`src/rtl/multicycle_main_ctrl.sv`:
```
// Multi-cycle main control FSM for the SPU datapath: sequences FETCH/DECODE/EXEC/MEM/WB,
// drives datapath strobes and the 4-bit ALUctr, and traps on illegal op, overflow or bus timeout.
module multicycle_main_ctrl #(
    parameter int TMO_W   = 8,
    parameter int TMO_MAX = 255
) (
    input  logic        clk,
    input  logic        rst_n,
    input  logic [31:0] instr,
    input  logic        mem_ready,
    input  logic        alu_zero,
    input  logic        alu_of,
    output logic [3:0]  ALUctr,
    output logic        alu_src_a,
    output logic [1:0]  alu_src_b,
    output logic        ext_sign,
    output logic        mem_req,
    output logic        mem_we,
    output logic        ir_we,
    output logic        pc_we,
    output logic [1:0]  pc_src,
    output logic        tgt_we,
    output logic        reg_we,
    output logic        reg_dst,
    output logic        mem_to_reg,
    output logic        trap,
    output logic [1:0]  trap_cause
);
    typedef enum logic [2:0] {
        S_IDLE, S_FETCH, S_DECODE, S_EXEC, S_MEM, S_WB, S_TRAP
    } state_e;

    localparam logic [3:0] A_ADD  = 4'h0, A_ADDU = 4'h1, A_SUB = 4'h2, A_SUBU = 4'h3,
                           A_AND  = 4'h4, A_OR   = 4'h5, A_XOR = 4'h6, A_NOR  = 4'h7,
                           A_SLT  = 4'h8, A_SLTU = 4'h9, A_LUI = 4'hA;
    localparam logic [5:0] OP_R  = 6'h00, OP_J  = 6'h02, OP_BEQ = 6'h04, OP_BNE = 6'h05,
                           OP_LW = 6'h23, OP_SW = 6'h2B;
    localparam logic [1:0] C_ILL = 2'b01, C_OVF = 2'b10, C_TMO = 2'b11;

    state_e           state_q, state_d;
    logic [TMO_W-1:0] tmo_q, tmo_d;
    logic [1:0]       cause_q, cause_d;

    logic [5:0]  op, funct;
    logic        is_r, is_imm, is_ld, is_st, is_br, is_j, legal, ov_class;
    logic [3:0]  ex_alu;
    logic [1:0]  ex_src_b;
    logic        ex_ext;
    logic        tmo_hit;
    logic [19:0] unused_fields;

    assign op            = instr[31:26];
    assign funct         = instr[5:0];
    assign unused_fields = instr[25:6];

    // Instruction class and the ALU setup it needs in EXEC (and holds through MEM).
    always_comb begin
        is_r   = (op == OP_R);
        is_imm = (op[5:3] == 3'b001);
        is_ld  = (op == OP_LW);
        is_st  = (op == OP_SW);
        is_br  = (op == OP_BEQ) || (op == OP_BNE);
        is_j   = (op == OP_J);
        legal  = 1'b1;
        ex_alu = A_ADDU;
        ex_ext = is_ld || is_st;
        if (is_r) begin
            case (funct)
                6'h20:   ex_alu = A_ADD;
                6'h21:   ex_alu = A_ADDU;
                6'h22:   ex_alu = A_SUB;
                6'h23:   ex_alu = A_SUBU;
                6'h24:   ex_alu = A_AND;
                6'h25:   ex_alu = A_OR;
                6'h26:   ex_alu = A_XOR;
                6'h27:   ex_alu = A_NOR;
                6'h2A:   ex_alu = A_SLT;
                6'h2B:   ex_alu = A_SLTU;
                default: legal  = 1'b0;
            endcase
        end else if (is_imm) begin
            case (op[2:0])
                3'd0: ex_alu = A_ADD;
                3'd1: ex_alu = A_ADDU;
                3'd2: ex_alu = A_SLT;
                3'd3: ex_alu = A_SLTU;
                3'd4: ex_alu = A_AND;
                3'd5: ex_alu = A_OR;
                3'd6: ex_alu = A_XOR;
                3'd7: ex_alu = A_LUI;
            endcase
            // arithmetic/compare immediates sign-extend, logical ones zero-extend
            ex_ext = ~op[2];
        end else if (is_br) begin
            ex_alu = A_SUBU;
        end else if (!(is_ld || is_st || is_j)) begin
            legal = 1'b0;
        end
        ex_src_b = (is_r || is_br) ? 2'b00 : 2'b10;
        ov_class = (ex_alu == A_ADD) || (ex_alu == A_SUB);
    end

    assign tmo_hit = !mem_ready && (tmo_q == TMO_W'(TMO_MAX - 1));

    always_comb begin
        state_d    = state_q;
        tmo_d      = '0;
        cause_d    = cause_q;
        ALUctr     = 4'h0;
        alu_src_a  = 1'b0;
        alu_src_b  = 2'b00;
        ext_sign   = 1'b0;
        mem_req    = 1'b0;
        mem_we     = 1'b0;
        ir_we      = 1'b0;
        pc_we      = 1'b0;
        pc_src     = 2'b00;
        tgt_we     = 1'b0;
        reg_we     = 1'b0;
        reg_dst    = 1'b0;
        mem_to_reg = 1'b0;
        trap       = 1'b0;
        case (state_q)
            S_IDLE: state_d = S_FETCH;
            S_FETCH: begin
                ALUctr    = A_ADDU;
                alu_src_b = 2'b01;
                mem_req   = 1'b1;
                if (mem_ready) begin
                    ir_we   = 1'b1;
                    pc_we   = 1'b1;
                    state_d = S_DECODE;
                end else if (tmo_hit) begin
                    state_d = S_TRAP;
                    cause_d = C_TMO;
                end else begin
                    tmo_d = tmo_q + TMO_W'(1);
                end
            end
            S_DECODE: begin
                if (!legal) begin
                    state_d = S_TRAP;
                    cause_d = C_ILL;
                end else begin
                    ALUctr    = A_ADDU;
                    alu_src_b = 2'b11;
                    ext_sign  = 1'b1;
                    tgt_we    = 1'b1;
                    if (is_j) begin
                        pc_we   = 1'b1;
                        pc_src  = 2'b10;
                        state_d = S_FETCH;
                    end else begin
                        state_d = S_EXEC;
                    end
                end
            end
            S_EXEC: begin
                ALUctr    = ex_alu;
                alu_src_a = 1'b1;
                alu_src_b = ex_src_b;
                ext_sign  = ex_ext;
                if (is_br) begin
                    pc_src  = 2'b01;
                    pc_we   = alu_zero ^ (op == OP_BNE);
                    state_d = S_FETCH;
                end else if (alu_of && ov_class) begin
                    state_d = S_TRAP;
                    cause_d = C_OVF;
                end else begin
                    state_d = (is_ld || is_st) ? S_MEM : S_WB;
                end
            end
            S_MEM: begin
                ALUctr    = ex_alu;
                alu_src_a = 1'b1;
                alu_src_b = ex_src_b;
                ext_sign  = ex_ext;
                mem_req   = 1'b1;
                mem_we    = is_st;
                if (mem_ready) begin
                    state_d = is_st ? S_FETCH : S_WB;
                end else if (tmo_hit) begin
                    state_d = S_TRAP;
                    cause_d = C_TMO;
                end else begin
                    tmo_d = tmo_q + TMO_W'(1);
                end
            end
            S_WB: begin
                reg_we     = 1'b1;
                reg_dst    = is_r;
                mem_to_reg = is_ld;
                state_d    = S_FETCH;
            end
            S_TRAP: trap = 1'b1;
            default: state_d = S_IDLE;
        endcase
    end

    assign trap_cause = cause_q;

    always_ff @(posedge clk or negedge rst_n) begin
        if (!rst_n) begin
            state_q <= S_IDLE;
            tmo_q   <= '0;
            cause_q <= 2'b00;
        end else begin
            state_q <= state_d;
            tmo_q   <= tmo_d;
            cause_q <= cause_d;
        end
    end
endmodule

```
`config.mk`:
```
export PLATFORM = sky130hd
export DESIGN_NAME = multicycle_main_ctrl
export DESIGN_NICKNAME = d
export VERILOG_FILES = /design/src/rtl/multicycle_main_ctrl.sv
export SDC_FILE = /design/constraint.sdc
export NUM_CORES = 1
export LEC_CHECK = 0
export BUFFER_PORTS_ARGS = -buffer_cell sky130_fd_sc_hd__buf_2
export CAP_MARGIN = 20
export CORE_MARGIN = 2
export CORE_UTILIZATION = 35
export DETAILED_ROUTE_END_ITERATION = 7
export PLACE_DENSITY = 0.65
export SYNTH_ARGS = -nofsm -noshare
export SYNTH_HDL_FRONTEND = slang
export SYNTH_SLANG_ARGS = --single-unit
export TNS_END_PERCENT = 100
```
`constraint.sdc`:
```
create_clock -name clk -period 3.6 [get_ports clk]
set_input_delay 0.72 -clock clk [delete_from_list [all_inputs] [get_ports clk]]
set_output_delay 0.72 -clock clk [all_outputs]
set_load 0.01 [all_outputs]
```
==> impl_metrics.csv <==
group,metric,value,unit
setup_path,cp_data_required_time,2.88,ns
die,ios,58,
placement,place_ws,0.146,ns
sta,setup_slack,0.143,ns
finish,fill_cells,334,
global_route,grt.met2_usage,0.245,
clocking,cts_setup_buffers,0,
die,start_util,0.372,
finish,drive_above_1_share,0.265,
setup_path,crit_type,"input port to output port",
global_route,antenna_found_initial,0,
global_route,use_met3,0.0357,
flow_run,maxCapViolations,0,
pwr,power,637,µW
sta,fin_skew,0.000946,ns
setup_path,r2r-end,"trap_cause[1]",
yosys,yosys_most_used_dff,"dfrtp_1",
hold_path,hold_path_class,"input port to async pin",
global_route,grt_pass1_vias,1026,
clocking,cts_tree,"yes",
global_route,grt_remaining_overflow,0,
die,fp-row-count,20,
routing,drc,0,
setup_path,path_max_fanout,10,
clocking,cts-buffers-inserted,3,
global_route,grt_max_degree,14,
clocking,clk_latency,0.27,ns
finish,n_antenna_cell,0,
finish,regArea,325,µm²
yosys,ys_seq_elements,13,
yosys,synth.distinct_cells,44,
setup_path,r2r-start,"tmo_q[0]",
setup_path,cp-end-kind,"output port",
yosys,synthesis.area,0.00115,mm²
placement,hpwl,2.31,mm
yosys,syn_nets,189,
sta,hold_viol_final,0,
sta,min_period,3.46,ns
yosys,synthCells,150,
sta,rsz0062_at_grt,"false",
routing,drt_pre_antenna_iters,4,
sta,setup_tns,0,ns
sta,max_slew_margin,0.729,
yosys,yosysSeqAreaShare,0.282,
setup_path,arrival,2.74,ns
global_route,met1_usage,0.238,
clocking,clock-root-buffer,"clkbuf_4",
setup_path,critPathLaunchType,"input port",
clocking,htreeDepth,1,
setup_path,r2r_slack,1.81,ns
placement,place_area,0.00136,mm²
yosys,async_flop_share,1.00,
setup_path,ff2ff_path_depth,7,
sta,worstMarginPinSlew,0.403,ns
routing,ant_nets,0,
finish,design_area,0.00139,mm²
finish,final_util,0.447,
clocking,clkTransAtPathRegs,0.07,ns
placement,place_congestion,0.882,
yosys,synth_edf_count,0,
routing,detail_route.wl_per_cell,12.3,µm
clocking,cts_sinks,13,
finish,multi_input_area,749,µm²
pwr,power_density,460,mW/mm²
yosys,syn_area_per_cell,7.69,µm²
finish,synthToLayoutAreaGrowth,20.2,%
routing,drt_iter0_drc,60,
placement,portBuffers,37,
sta,fmax,289,MHz
yosys,yosysTopAreaCellShare,0.282,
die,fp.dieArea,0.00377,mm²
die,coreArea,0.00310,mm²
routing,totalWireLength,2.82,mm
sta,report.final.slew_viol_count,0,
status,outcome,"finished, final reports clean",
sta,post-route-period-util,0.960,
finish,nets,225,
yosys,synthTopCellsByArea,"dfrtp_1 (28%), a21oi_1 (6.1%), nor2_1 (5.9%)",
pwr,ir_worst_vdd,0.188,mV
yosys,yosys_warnings,0,
clocking,postCtsHoldBufs,0,
routing,avgViaCountPerCell,5.28,
die,chipHeight,61.4,µm
routing,vias,1208,
die,die_w,61.4,µm
pwr,p_leak,0.660,nW
clocking,cts_buffer_depth,2,
global_route,busiest_layer,"met2",
sta,setup_viol,0,
yosys,yosysTopAreaCell,"dfrtp_1",
clocking,cts_resized,0,
global_route,grt_pass1_wl,4.59,mm
global_route,grt.total_usage,0.162,
==> sequential cells by signal (all words and copies together) (netlist names) <==
signal      flops
state_q         3
tmo_q           8
trap_cause      2
==> synthesized netlist by cell type, drive strengths merged (3+ instances only) <==
cell	instances
o21ai	8
nor2	18
a21oi	14
nand3	8
or3	3
nor3	5
a211o	5
nand2	10
clkbuf	4
or2	3
xor2	5
dfrtp	13
nand2b	6
inv	12
==> routing by layer <==
layer	vias to the layer above	share of wire
met4	0	0
met1	560	0.46
met2	39	0.48
li1	609	-
met3	0	0.065
met5	-	0
==> cells by family (layout without fill, tap and decap cells) <==
kind of cell               Yosys count  in the layout  share of synthesized area
and+or+nand+nor                     69             69                      0.324
muxes                                2              2                     0.0174
AOI/OAI and AO/OA                   39             39                      0.233
buffers and inverters               18             53                     0.0683
DFF                                 13             13                      0.282
adders and majority gates            2              2                     0.0217
xor gates and xnor gates             7              7                     0.0531
==> per-stage QoR <==
step	hold WS, ns	cells
CTS	0.325	229
detailed placement	0.515	225
floorplan	0.424	150
global route	0.326	229
global placement	0.499	225
finish	0.321	229
==> final cells by class <==
type	instances	share of cell area
Tap cell	44	0.0397
Multi-Input combinational cell	119	0.541
Inverter	12	0.0325
Sequential cell	13	0.235
Timing Repair Buffer	37	0.134
Clock buffer	4	0.0190
==> cell usage in the layout (no fill, tap or decap), types with 2 or more instances in the layout <==
master	netlist	final
xor2_1	5	5
dfrtp_1	13	13
a211o_1	5	5
or3_1	2	2
inv_1	11	11
nand2_1	10	10
xnor2_1	2	2
nand2b_1	6	6
nor2_1	18	18
ha_1	2	2
nor3_1	5	5
a21oi_1	14	14
and3_1	2	2
clkbuf_4	0	3
mux2i_1	2	2
o21ai_0	8	8
nor2b_1	2	2
nand3_1	8	8
a221o_1	2	2
nor3b_1	2	2
nand4_1	2	2
buf_2	0	37
or2_2	2	2
a31oi_1	2	2
==> where the power goes <==
| group | total [mW] | switching, mW | internal, mW |
|---|---|---|---|
| sequential | 0.217 | 0.0440 | 0.173 |
| combinational | 0.332 | 0.192 | 0.140 |
| clock | 0.0879 | 0.0450 | 0.0429 |
| total | 0.637 | 0.281 | 0.356 |
==> worst max-delay path by stage <==
stage / start / to / slack (ns) / cells after the start
global placement: instr[28] / pc_we / 0.14 / 8
floorplan: instr[29] / pc_we / 0.38 / 7
global route: instr[28] / pc_we / 0.08 / 8
finish: instr[28] / pc_we / 0.14 / 8
detailed placement: instr[28] / pc_we / 0.15 / 8
CTS: instr[28] / pc_we / 0.14 / 8
==> critical path, stage by stage <==
cell and delay, ns:
buf_2 0.15, or4_4 0.58, or3_4 0.39, o221ai_4 0.27
or2_4 0.20, inv_2 0.05, a211o_1 0.24, buf_2 0.13
Note: power is estimated with default switching activity, not from simulation.
